`src/rtl/font_loader.sv`:
```
// Framed glyph loader: receives SYNC, CHAR, ROW0..ROW7, CSUM over a valid/ready byte
// stream and commits checksum-verified glyphs to the font RAM as eight row writes.
module font_loader #(
    parameter logic [7:0] SYNC_BYTE = 8'hA5
) (
    input  logic        px_clk,
    input  logic        resetn,
    input  logic [7:0]  in_data,
    input  logic        in_valid,
    output logic        in_ready,
    output logic        wr_en,
    output logic [10:0] wr_addr,
    output logic [7:0]  wr_data,
    output logic        frame_ok,
    output logic        frame_err,
    output logic [15:0] glyph_count
);

    typedef enum logic [2:0] {
        ST_SYNC   = 3'd0,
        ST_CHAR   = 3'd1,
        ST_ROWS   = 3'd2,
        ST_CSUM   = 3'd3,
        ST_COMMIT = 3'd4
    } state_t;

    state_t      state_r;
    state_t      state_s;
    logic [2:0]  k_r;
    logic [2:0]  k_s;
    logic [2:0]  row_r;
    logic [7:0]  char_r;
    logic [7:0]  csum_r;
    logic [7:0]  rows_r [0:7];
    logic        accept_s;
    logic        csum_match_s;
    logic        commit_last_s;

    logic        in_ready_r;
    logic        wr_en_r;
    logic [10:0] wr_addr_r;
    logic [7:0]  wr_data_r;
    logic        frame_ok_r;
    logic        frame_err_r;
    logic [15:0] glyph_count_r;

    function automatic logic [7:0] csum_step(input logic [7:0] acc, input logic [7:0] b);
        return acc ^ b;
    endfunction

    assign in_ready    = in_ready_r;
    assign wr_en       = wr_en_r;
    assign wr_addr     = wr_addr_r;
    assign wr_data     = wr_data_r;
    assign frame_ok    = frame_ok_r;
    assign frame_err   = frame_err_r;
    assign glyph_count = glyph_count_r;

    // Next-state and commit-row counter decode
    always_comb begin
        state_s       = state_r;
        k_s           = k_r;
        accept_s      = in_valid && in_ready_r;
        csum_match_s  = (in_data == csum_r);
        case (state_r)
            ST_SYNC: begin
                if (accept_s && (in_data == SYNC_BYTE)) begin
                    state_s = ST_CHAR;
                end else begin
                    state_s = ST_SYNC;
                end
            end
            ST_CHAR: begin
                if (accept_s) begin
                    state_s = ST_ROWS;
                end else begin
                    state_s = ST_CHAR;
                end
            end
            ST_ROWS: begin
                if (accept_s && (row_r == 3'd7)) begin
                    state_s = ST_CSUM;
                end else begin
                    state_s = ST_ROWS;
                end
            end
            ST_CSUM: begin
                if (accept_s && csum_match_s) begin
                    state_s = ST_COMMIT;
                    k_s     = 3'd0;
                end else if (accept_s) begin
                    state_s = ST_SYNC;
                end else begin
                    state_s = ST_CSUM;
                end
            end
            ST_COMMIT: begin
                if (k_r == 3'd7) begin
                    state_s = ST_SYNC;
                    k_s     = 3'd0;
                end else begin
                    k_s     = k_r + 3'd1;
                end
            end
            default: begin
                state_s = ST_SYNC;
                k_s     = 3'd0;
            end
        endcase
        commit_last_s = (state_s == ST_COMMIT) && (k_s == 3'd7);
    end

    // State, frame capture and running checksum
    always_ff @(posedge px_clk or negedge resetn) begin
        if (!resetn) begin
            state_r <= ST_SYNC;
            k_r     <= 3'd0;
            row_r   <= 3'd0;
            char_r  <= 8'd0;
            csum_r  <= 8'd0;
            for (int i = 0; i < 8; i++) begin
                rows_r[i] <= 8'd0;
            end
        end else begin
            state_r <= state_s;
            k_r     <= k_s;
            if (accept_s) begin
                case (state_r)
                    ST_CHAR: begin
                        char_r <= in_data;
                        csum_r <= in_data;
                        row_r  <= 3'd0;
                    end
                    ST_ROWS: begin
                        rows_r[row_r] <= in_data;
                        csum_r        <= csum_step(csum_r, in_data);
                        row_r         <= row_r + 3'd1;
                    end
                    default: begin
                        row_r <= row_r;
                    end
                endcase
            end
        end
    end

    // Registered outputs, computed from the next state so they align with it
    always_ff @(posedge px_clk or negedge resetn) begin
        if (!resetn) begin
            in_ready_r    <= 1'b1;
            wr_en_r       <= 1'b0;
            wr_addr_r     <= 11'd0;
            wr_data_r     <= 8'd0;
            frame_ok_r    <= 1'b0;
            frame_err_r   <= 1'b0;
            glyph_count_r <= 16'd0;
        end else begin
            in_ready_r  <= (state_s != ST_COMMIT);
            wr_en_r     <= (state_s == ST_COMMIT);
            frame_ok_r  <= commit_last_s;
            frame_err_r <= (state_r == ST_CSUM) && accept_s && !csum_match_s;
            if (state_s == ST_COMMIT) begin
                wr_addr_r <= {char_r, k_s};
                wr_data_r <= rows_r[k_s];
            end
            if (commit_last_s && (glyph_count_r != 16'hFFFF)) begin
                glyph_count_r <= glyph_count_r + 16'd1;
            end
        end
    end

endmodule

```
`config.mk`:
```
export PLATFORM = sky130hd
export DESIGN_NAME = font_loader
export DESIGN_NICKNAME = d
export VERILOG_FILES = /design/src/rtl/font_loader.sv
export SDC_FILE = /design/constraint.sdc
export NUM_CORES = 1
export LEC_CHECK = 0
export CELL_PAD_IN_SITES_DETAIL_PLACEMENT = 1
export CELL_PAD_IN_SITES_GLOBAL_PLACEMENT = 2
export CORE_ASPECT_RATIO = 0.9
export CORE_MARGIN = 4
export CORE_UTILIZATION = 33
export CTS_CLUSTER_SIZE = 40
export DETAILED_ROUTE_END_ITERATION = 10
export PLACE_DENSITY_LB_ADDON = 0.1
export SYNTH_ARGS = -nofsm -noshare
export SYNTH_HDL_FRONTEND = slang
export SYNTH_SLANG_ARGS = --single-unit
export TNS_END_PERCENT = 50
```
`constraint.sdc`:
```
create_clock -name px_clk -period 5.72 [get_ports px_clk]
set_input_delay 0.572 -clock px_clk [delete_from_list [all_inputs] [get_ports px_clk]]
set_output_delay 0.572 -clock px_clk [all_outputs]
set_load 0.03 [all_outputs]
```
### After elaboration in Yosys (flattened, before gate mapping)

Index checks and enable logic that the tools add are counted.

* bits in registers: 128
* bits of input ports: 11
* output and inout bits: 39
* logic and storage cells: 75

* $add $sub $neg: 3
* order comparisons: 3
* equality and inequality tests: 12
* mux-type cells: 18
* bitwise operators: 3
* reductions and logical operators: 16

Operators with widths (count)
* 64-bit bitwise mux: 1
* 8-bit binary-select mux with 3-bit select: 1
* 8-bit demux with 3-bit select: 1
* 8-bit two-way mux: 3
* 16-bit by 1-bit adder with 16-bit output (second input constant): 1
* 16-bit != test (second input constant): 1
* 8-bit case mux with 2 select lines: 1
* 3-bit equality test (second input constant): 5
* 3-bit case mux with 5 select lines: 1
* 3-bit two-way mux: 4
* 1-bit logical AND: 9
* 3-bit case mux with 3 select lines: 1
* 8-bit equality test: 1
* 8-bit equality test (second input constant): 1
* 4-bit greater-or-equal comparator (second input constant): 2
* 3-bit inverter with 4-bit output: 2
* 8-bit bitwise XOR: 1
* 3-bit by 1-bit adder with 3-bit output (second input constant): 2
* 3-bit by 2-bit equality test with 1-bit output (second input constant): 2
* 3-bit case mux with 2 select lines: 1
* 2-bit AND reduction: 3
* 4-bit by 1-bit < comparator with 1-bit output (second input constant): 1
* 2-bit two-way mux: 2
* 3-bit by 1-bit equality test with 1-bit output (second input constant): 1
* 6 further kinds: 7

### Longest topological paths before layout

Gate-level depths: netlist (run 1).

* depth after elaboration: 8
* depth in mapped cells: 10

### Least setup slack after synthesis (run 1)

OpenSTA, ideal clock, no wires.

* path kind: register to register
* from: register k_r[0]
* to: register wr_data_r[6], in the netlist wr_data[6]
* arrival time: 2340 ps
* data required time: 5582 ps
* slack: 3241 ps
* cell stages (with the launch flop): 10
* buffers on the path: 1
* clock period less this slack: 2479 ps
* cell sequence: dfrtp_1 -> ha_1 -> ha_1 -> nor4b_4 -> buf_2 -> mux2i_1 -> mux2i_1 -> a221oi_1 -> o2bb2ai_1 -> or4_1

* cells in the longest elaborated chain, start to end: 7
* elaborated cells on any way between the ends: 12
* classes of those cells: add/sub (1); eq/ne (2); mux (8); bitwise (1)

Ends and longest elaborated chain
* start: declaration: RTL line 29 `logic [2:0] k_r;`
* start signal: assignment: RTL line 126 `k_r <= k_s;`
* 3-bit by 1-bit adder with 3-bit output / 3-bit equality test (equally long branches): RTL line 102, 98
* 3-bit two-way mux: RTL line 98 `if (k_r == 3'd7) begin`
* 3-bit case mux with 3 select lines: RTL line 65 `case (state_r)`
* 3-bit inverter with 4-bit output (implied by the code): RTL line 164 `wr_data_r <= rows_r[k_s];`
* 8-bit binary-select mux with 3-bit select: RTL line 164
* 8-bit two-way mux (implied by the code) (2 in a row): RTL line 164
* end signal: assignment: RTL line 164
* end: declaration: RTL line 42 `logic [7:0] wr_data_r;`

Several ways; a longest one is shown, not always the timed one. The select of a mux whose other input is x is not followed.
A chain may end at the register's enable or synchronous reset.

### Final worst setup path (run 1)

Ends and elaborated chain as after synthesis.

==> metrics.txt, run 1 <==
Slew @ Worst Pin 1.117 ns; worst hold-check path type primary input to async pin; syn avg cell area 11.39 µm²; max_cap viols 0; Final GP Congestion 0.8074; peak supply drop 192.3 µV; # resized after CTS 0; startpoint types flop; IO buf count 49; die extent in y 141.4 µm; clock buffer count from CTS 17; largest family of logic cells by synthesized area multiplexers; dpl cells 838; I/O pins 50; highest clock rate 0.2999 GHz; Post-Syn Area 6529 µm²; Filler cells 2,087; drt pass-1 iters 5; DR vias/cell 5.526; Post-synth top flop dfrtp_1; ant diodes 0; Avg WL per Cell 22.99 µm; CP Class flop to flop; Nets 623; yosys warns 0; CTS Buffer Depth 2; PwrDens 450.7 nW/µm²; Register-to-Register Setup Slack 2.39 ns; clk slew on worst S/H paths 0.06 ns; post-synthesis sequential area ratio 49.08%; Synth Area in Compound Gates 12.99%; Tmin final 3.335 ns; CTS H-Tree Depth 4; Post-Layout Cell Count 867; most common cell after layout, fill and taps aside dfrtp_1; synthesis-stage register bit count 128; CP Data Required Time 6.00 ns; CTS Hold Buffers Added 0; post-synthesis simple-gate area fraction 13.30%; layout cells sized above 1 20.10%; Worst EP arrival 3.62 ns; Core ar. 19,340 µm²; commonest cells after routing, fill and taps aside dfrtp_1 (127), mux2_2 (73), clkdlybuf4s50_1 (48), nand2_1 (43), nand3_1 (33); DP Wirelength 12,900 µm; mux cell area share after synthesis 17.52%; Post-Synth XOR/XNOR Area 2.951%; clock sink total 128; Total Power 0.003511 W; # setup viols final 0; Synth area leader dfrtp_1; Final Max Slew Viols 0; die width 156.3 µm; final worst path period share 58.30%; Total Wirelength 19,940 µm; Routed Antenna Nets 0; Max-Slew Margin vs Limit 25.54%; Layout area overhead 19.34%; dominant cells by area after synthesis dfrtp_1 (49%), mux2_2 (13%), mux2i_1 (4.8%); antenna violations before repair 0; status finished clean; Cells after Synth 573; Worst Path Max Fanout 24; Yosys cell types 57; RSZ-0062 raised after global routing no; Setup Skew 0.01391 ns; clock latency at the later pin of the worst-skew pair 0.42 ns; Fin. Hold Viols 0; Total Routing Usage GR 18.75%; DRC violations left 0; Initial Util 33.76%; CP endpoint kind flop; pin count of the biggest net entering global routing 75; vias in the first global route 5,052; GRT overflow 0; CTS tree built; initial drt markers 235; asr flop ratio synth 100.0%; Final Worst Setup Slack 2.385 ns; Post-Syn Nets 589; Pleak 3.330 nW; die area 22,100 µm²; setup slack at placement 1.940 ns; global-route wire length before repair 31,290 µm; via count 4,791; adder-cell area share of the yosys netlist 0.9582%; Rows 48; root cell of the clock tree clkbuf_16; Post-synth EDFFs 0; setup_tns 0 ns; Yosys top cell area share 48.68%; postcts setup bufs 0
Yosys cell counts (all sizes together) (8+ instances only):
| library cell | instances |
|---|---|
| dfrtp | 127 |
| buf | 15 |
| o2bb2ai | 8 |
| a221oi | 8 |
| a31oi | 20 |
| xnor2 | 10 |
| clkbuf | 24 |
| a21boi | 9 |
| mux2 | 74 |
| nand3 | 33 |
| o21ai | 25 |
| nor2 | 10 |
| mux2i | 31 |
| a21oi | 27 |
| nand2 | 44 |
| xor2 | 12 |
| and2 | 20 |
kinds of logic after synthesis:
group,count (synthesis)
fa+ha+maj,5
mux,105
simple gates,145
flops,128
compound gates,121
buf+inv,47
xor+xnor,22
through the flow:
step	area (µm²)	hold slack [ns]	util, %
after floorplan	6529	0.2764	-
after global placement	7188	0.4537	37.17
after detailed placement	7188	0.4595	37.17
after CTS	7791	0.2404	40.29
after global routing	7791	0.2705	40.29
final	7791	0.2088	40.29
path summary, 6_finish.rpt:
| check | startpoint | to | cells past startpoint |
|---|---|---|---|
| min in group px_clk | char_r[3] | wr_addr[6] | 2 |
| max in group asynchronous | resetn | rows_r[54] | 2 |
| worst max-delay path | k_r[0] | wr_data[6] | 9 |
| worst min register to register | char_r[3] | wr_addr[6] | 2 |
| worst max register to register | k_r[0] | wr_data[6] | 9 |
| worst min-delay path | resetn | wr_addr[7] | 1 |
where the power goes:
group | total (W) | switching (W) | internal [W] | leakage (nW)
logic | 0.000931 | 0.000481 | 0.000450 | 1.38
clock network | 0.00113 | 0.000391 | 0.000734 | 0.301
registers | 0.00145 | 0.000255 | 0.00120 | 1.65
worst max-delay path: stages (launching register included):
cell and delay (ns):
dfrtp_1 0.50, ha_1 0.26, ha_1 0.20, nor4b_4 0.21
buf_4 0.43, nand2_1 0.21, and2_1 0.47, o21ai_0 0.29
a21oi_1 0.09, or4_1 0.52
metal layers:
layer	up-vias	track usage, %	share of wire, %
li1	2188	-	-
met1	2496	27.03	48
met2	93	29.20	47
met3	14	3.599	4.1
met4	0	4.521	0.89
met5	-	0	0
sequential cells by signal (all words and copies together), names as in the netlist, 3 cells and up:
register / count
wr_data: 8
wr_addr: 11
state_r: 3
rows_r: 64
glyph_count: 16
k_r: 3
char_r: 8
csum_r: 8
row_r: 3
final cells by class:
class	count	area (µm²)	share of cell area (%)
clock inverters	6	105.1	1.349
clock buffers	23	498.0	6.392
flip-flops and latches	128	3204	41.13
repair buffers	54	525.5	6.745
well taps	250	312.8	4.015
multi-input cells	398	3115	39.99
inverters	8	30.03	0.3854
(Power assumes the default switching activity.)
==> run 2, diff against run 1 <==
==> constraint.sdc (replaced) <==
create_clock -name px_clk -period 2.9 [get_ports px_clk]
set_input_delay 0.29 -clock px_clk [delete_from_list [all_inputs] [get_ports px_clk]]
set_output_delay 0.29 -clock px_clk [all_outputs]
set_load 0.03 [all_outputs]
==> run 2 against run 1 <==
- the run now ends with negative hold slack left
- sequential power grew 97%
- cell area increased by 3.5%
- combinational power is 100% higher
- clock skew down 0.0010 ns
- sequential cell count did not move
- register-to-register slack worse by 2.2 ns
- die area stayed put
- worst setup slack lost 2.2 ns
- routed wire length shrank 5.2%
- critical endpoint is now wr_data[0]
==> metrics.txt, run 2 (synthesis results as in run 1) <==
Max-Slew Margin vs Limit 39.12%; I/O pins 50; antenna violations before repair 0; P_sw 0.002285 W; IO buf count 49; postcts setup bufs 0; vias in the first global route 5,238; failing checks negative hold slack; Pint 0.004874 W; root cell of the clock tree clkbuf_16; DR vias/cell 5.451; clock sink total 128; Tmin final 2.686 ns; Seq pwr share 39.8%; ant diodes 0; Initial Util 33.76%; setup slack at placement -0.02926 ns; GRT overflow 0; CTS H-Tree Depth 4; # setup viols final 0; CTS tree built; clock buffer count from CTS 17; CP endpoint kind flop; Pleak 3.477 nW; DP Wirelength 12,460 µm; initial drt markers 237; die width 156.3 µm; Total Routing Usage GR 17.75%; Final Max Slew Viols 0; peak supply drop 400.4 µV; worst hold-check path type primary input to async pin; Worst Path Max Fanout 13; Avg WL per Cell 21.17 µm; pin count of the biggest net entering global routing 129; CP Data Required Time 3.20 ns; Final GP Congestion 0.7797; slowest cell on the critical path dfrtp_1; Fin. Hold Viols 24; dpl cells 861; CTS Hold Buffers Added 0; PwrDens 888.1 nW/µm²; DRC violations left 0; max_cap viols 0; via count 4,868; Slowest Stage Delay on Critical Path 0.39 ns; Routed Antenna Nets 0; Nets 646; Slew @ Worst Pin 0.9132 ns; Rows 48; Logic pwr share 26.6%; Setup crit start k_r[0]; clock latency at the later pin of the worst-skew pair 0.43 ns; Setup Skew 0.01287 ns; Post-Layout Cell Count 893; cells along the critical path ha_1 > ha_1 > nor4b_4 > buf_12 > mux2i_1 > mux2i_1 > a221oi_1 > o2bb2ai_1 > a2111o_1; commonest cells after routing, fill and taps aside dfrtp_1 (127), mux2_2 (73), clkdlybuf4s50_1 (48), nand2_1 (43), nand3_1 (33); layout cells sized above 1 23.64%; Final Worst Setup Slack 0.2144 ns; Total Wirelength 18,900 µm; clk slew on worst S/H paths 0.06 ns; Reg with most FFs rows_r; Clock Power Share 33.7%; RSZ-0062 raised after global routing no; final hold slack -0.03817 ns; CTS Buffer Depth 2; Core ar. 19,340 µm²; sw frac 31.92%; final worst path period share 92.61%; CP Class flop to flop; global-route wire length before repair 30,300 µm; most common cell after layout, fill and taps aside dfrtp_1; Worst EP arrival 2.98 ns; # resized after CTS 0; drt pass-1 iters 4; status complete, but fails checks; highest clock rate 0.3724 GHz; FF-to-FF Start k_r[0]; startpoint types flop; die area 22,100 µm²; Core Util, Final 41.69%; max reg flops 64; Layout area overhead 23.48%; die extent in y 141.4 µm
## run 2: cell count changes in the layout (fill, tap and decap cells not counted), moves of 2 or more
cell and delta:
buf_12 +3, buf_4 +20, bufinv_16 +2, clkbuf_8 -3, clkinv_4 +4
## run 2: layer usage
| metal | global-route usage (%) | wire length [µm] |
|---|---|---|
| met5 | 0 | 0 |
| met4 | 4.338 | 208 |
| met3 | 4.026 | 873 |
| met2 | 28.64 | 9128 |
| met1 | 24.32 | 8694 |
## run 2: metrics by stage
stage,hold slack (ns),total power (W),TNS [ns],area (µm²)
floorplan,-0.005591,0.004137,0,6529
global placement,0.4535,0.004688,0,7398
detailed placement,0.4555,0.004787,-0.03238,7398
CTS,0.01516,0.007253,0,8060
global route,0.02909,0.007600,0,8061
finish,-0.03817,0.007159,0,8061
## run 2: final cells by class
cell class                 count  area, µm²
inverter                       8      30.03
clock buffer                  19      452.9
clock inverter                13      209.0
timing repair buffer          77      735.7
tap                          250      312.8
fill                        2068      11280
multi-input combinational    398       3117
sequential                   128       3204
## run 2: path summary, 6_finish.rpt
path	endpoint	slack [ns]	cells past startpoint
max	wr_data[0]	0.21	9
min	wr_addr[6]	-0.04	2
max reg2reg	wr_data[0]	0.21	9
min reg2reg	wr_addr[9]	0.46	2
max in group asynchronous	rows_r[21]	2.36	2
min in group px_clk	wr_addr[9]	0.46	2
## run 2: worst max-delay path, delay by kind of cell, from the launching register on
family | cells | cell delay (ns)
compound gates | 3 | 0.87
fa+ha+maj | 2 | 0.42
flops | 1 | 0.39
simple gates | 1 | 0.36
mux | 2 | 0.30
buf+inv | 1 | 0.22
## run 2: power groups by stage
stage	registers (W)	logic [W]	clock network (W)
final	0.00285	0.00190	0.00241
after detailed placement	0.00286	0.00192	0
after global placement	0.00284	0.00185	0
after floorplan	0.00277	0.00137	0
after global routing	0.00293	0.00211	0.00256
after CTS	0.00284	0.00193	0.00248
==> run 3, diff against run 2 <==
==> config.mk (replaced) <==
export PLATFORM = sky130hd
export DESIGN_NAME = font_loader
export DESIGN_NICKNAME = d
export VERILOG_FILES = /design/src/rtl/font_loader.sv
export SDC_FILE = /design/constraint.sdc
export NUM_CORES = 1
export LEC_CHECK = 0
export CORE_ASPECT_RATIO = 1.5
export CORE_MARGIN = 4
export CORE_UTILIZATION = 33
export CTS_CLUSTER_SIZE = 40
export DETAILED_ROUTE_END_ITERATION = 10
export SYNTH_ARGS = -nofsm -noshare
export SYNTH_HDL_FRONTEND = slang
export SYNTH_SLANG_ARGS = --single-unit
export TNS_END_PERCENT = 50
==> run 3 against run 2 <==
- sequential power barely moved
- global-route usage fell by 2.0 points
- worst setup slack improved by 0.054 ns
- highest routed layer unchanged
- count of clock-buffer cells in the layout rose by 1
- largest power group unchanged
- final cell count rose by 0.78%
- routed wire length fell by 11%
- non-clock buffer count rose by 1
- die area rose by 0.20%
- the flow now finishes without violations
- power fell by 3.8%
- critical path depth fell by 1
==> metrics.txt, run 3 (synthesis results as in run 1) <==
status finished clean; Total Power 0.006885 W; global-route wire length before repair 27,140 µm; vias in the first global route 5,181; CP endpoint kind flop; post-placement cell area 7393 µm²; pin count of the biggest net entering global routing 56; sw frac 31.63%; Setup Skew 0.006938 ns; Slew @ Worst Pin 0.7032 ns; Worst Path Max Fanout 17; layout cells sized above 1 23.29%; max_cap viols 0; DRC violations left 0; die width 122.8 µm; CTS tree built; DR vias/cell 5.432; DP Wirelength 11,600 µm; peak supply drop 375.0 µV; Tmin final 2.632 ns; Total Routing Usage GR 15.76%; startpoint types flop; Core Util, Final 41.51%; Avg WL per Cell 18.60 µm; die extent in y 180.3 µm; GRT overflow 0; # resized after CTS 0; Initial Util 33.80%; Clock Power Share 32.0%; Total Wirelength 16,740 µm; antenna violations before repair 0; Final Max Slew Viols 0; setup_tns 0 ns; ant diodes 0; Pleak 3.432 nW; final hold slack 0.4634 ns; clock latency at the later pin of the worst-skew pair 0.42 ns; Routed Antenna Nets 0; Final GP Congestion 0.8712; Max-Slew Margin vs Limit 53.12%; PwrDens 858.6 nW/µm²; final worst path period share 90.75%; RSZ-0062 raised after global routing no; Logic pwr share 27.0%; postcts setup bufs 0; via count 4,889; CTS H-Tree Depth 4; final instance area 8019 µm²; Core ar. 19,320 µm²; worst hold-check path type primary input to async pin; drt pass-1 iters 4; P_sw 0.002178 W; Fin. Hold Viols 0; Reg with most FFs rows_r; Worst EP arrival 2.91 ns; CP Data Required Time 3.18 ns; Pint 0.004707 W; Layout area overhead 22.82%; root cell of the clock tree clkbuf_16; clock sink total 128; commonest cells after routing, fill and taps aside dfrtp_1 (127), mux2_2 (73), clkdlybuf4s50_1 (48), nand2_1 (43), nand3_1 (33); CP Class flop to flop; CTS Buffer Depth 2; Seq pwr share 40.9%; Rows 62; max reg flops 64; # setup viols final 0; die area 22,150 µm²; I/O pins 50; clock buffer count from CTS 17; highest clock rate 0.3800 GHz; initial drt markers 302; Nets 647; IO buf count 49; clk slew on worst S/H paths 0.06 ns; most common cell after layout, fill and taps aside dfrtp_1
## run 3: cell count changes in the layout (fill, tap and decap cells not counted), moves of 2 or more
cell	delta
clkinvlp_4	+5
bufinv_16	-2
clkinv_2	-2
clkinv_4	-2
## run 3: metal layers
metal	part of all wire [%]	vias to the layer above	global-route usage, %
met1	41	2461	18.67
met4	3.7	0	7.758
li1	-	2245	-
met3	4.1	42	2.827
met2	52	141	26.99
met5	0	-	0
## run 3: cell type report
class / count / area [µm²]
inverter: 8 / 30.03
clock buffer: 20 / 456.7
timing repair buffer: 78 / 733.2
clock inverter: 12 / 158.9
multi-input combinational: 398 / 3115
tap: 256 / 320.3
fill: 1802 / 11300
sequential: 128 / 3204
## run 3: path summary, 6_finish.rpt
path	start	endpoint	slack, ns	depth (start not counted)
setup / recovery	k_r[0]	wr_data[6]	0.27	8
hold / removal	resetn	wr_addr[5]	0.46	2
setup reg to reg	k_r[0]	wr_data[6]	0.27	8
hold reg to reg	char_r[6]	wr_addr[9]	0.47	2
max in group asynchronous	resetn	rows_r[26]	1.62	3
min in group px_clk	char_r[6]	wr_addr[9]	0.47	2
## run 3: timing repair
action | in CTS | in global routing
hold buffers | 1 | 0
endpoints found under the hold margin | 49 | 0
endpoints found under the setup margin | 0 | 0
## run 3: power by group through the flow
stage	registers (W)	clock network (W)	logic, W
3_5_place_dp	0.00284	0	0.00187
2_1_floorplan	0.00277	0	0.00137
3_3_place_gp	0.00281	0	0.00180
5_1_grt	0.00290	0.00233	0.00206
6_report	0.00282	0.00221	0.00186
4_1_cts	0.00281	0.00224	0.00187
## run 3: worst max-delay path: stages (launching register included)
cell,delay [ns]
dfrtp_1,0.38
ha_1,0.20
ha_1,0.21
nor4b_4,0.33
nand2_1,0.17
and2_1,0.38
o21ai_0,0.23
a21oi_1,0.08
or4_1,0.51
## run 3: stage by stage
stage               cells  setup WS (ns)
CTS                   900         0.2745
finish                900         0.2682
detailed placement    867       0.007859
global route          900        0.09854
floorplan             573         0.4212
global placement      867        0.07063
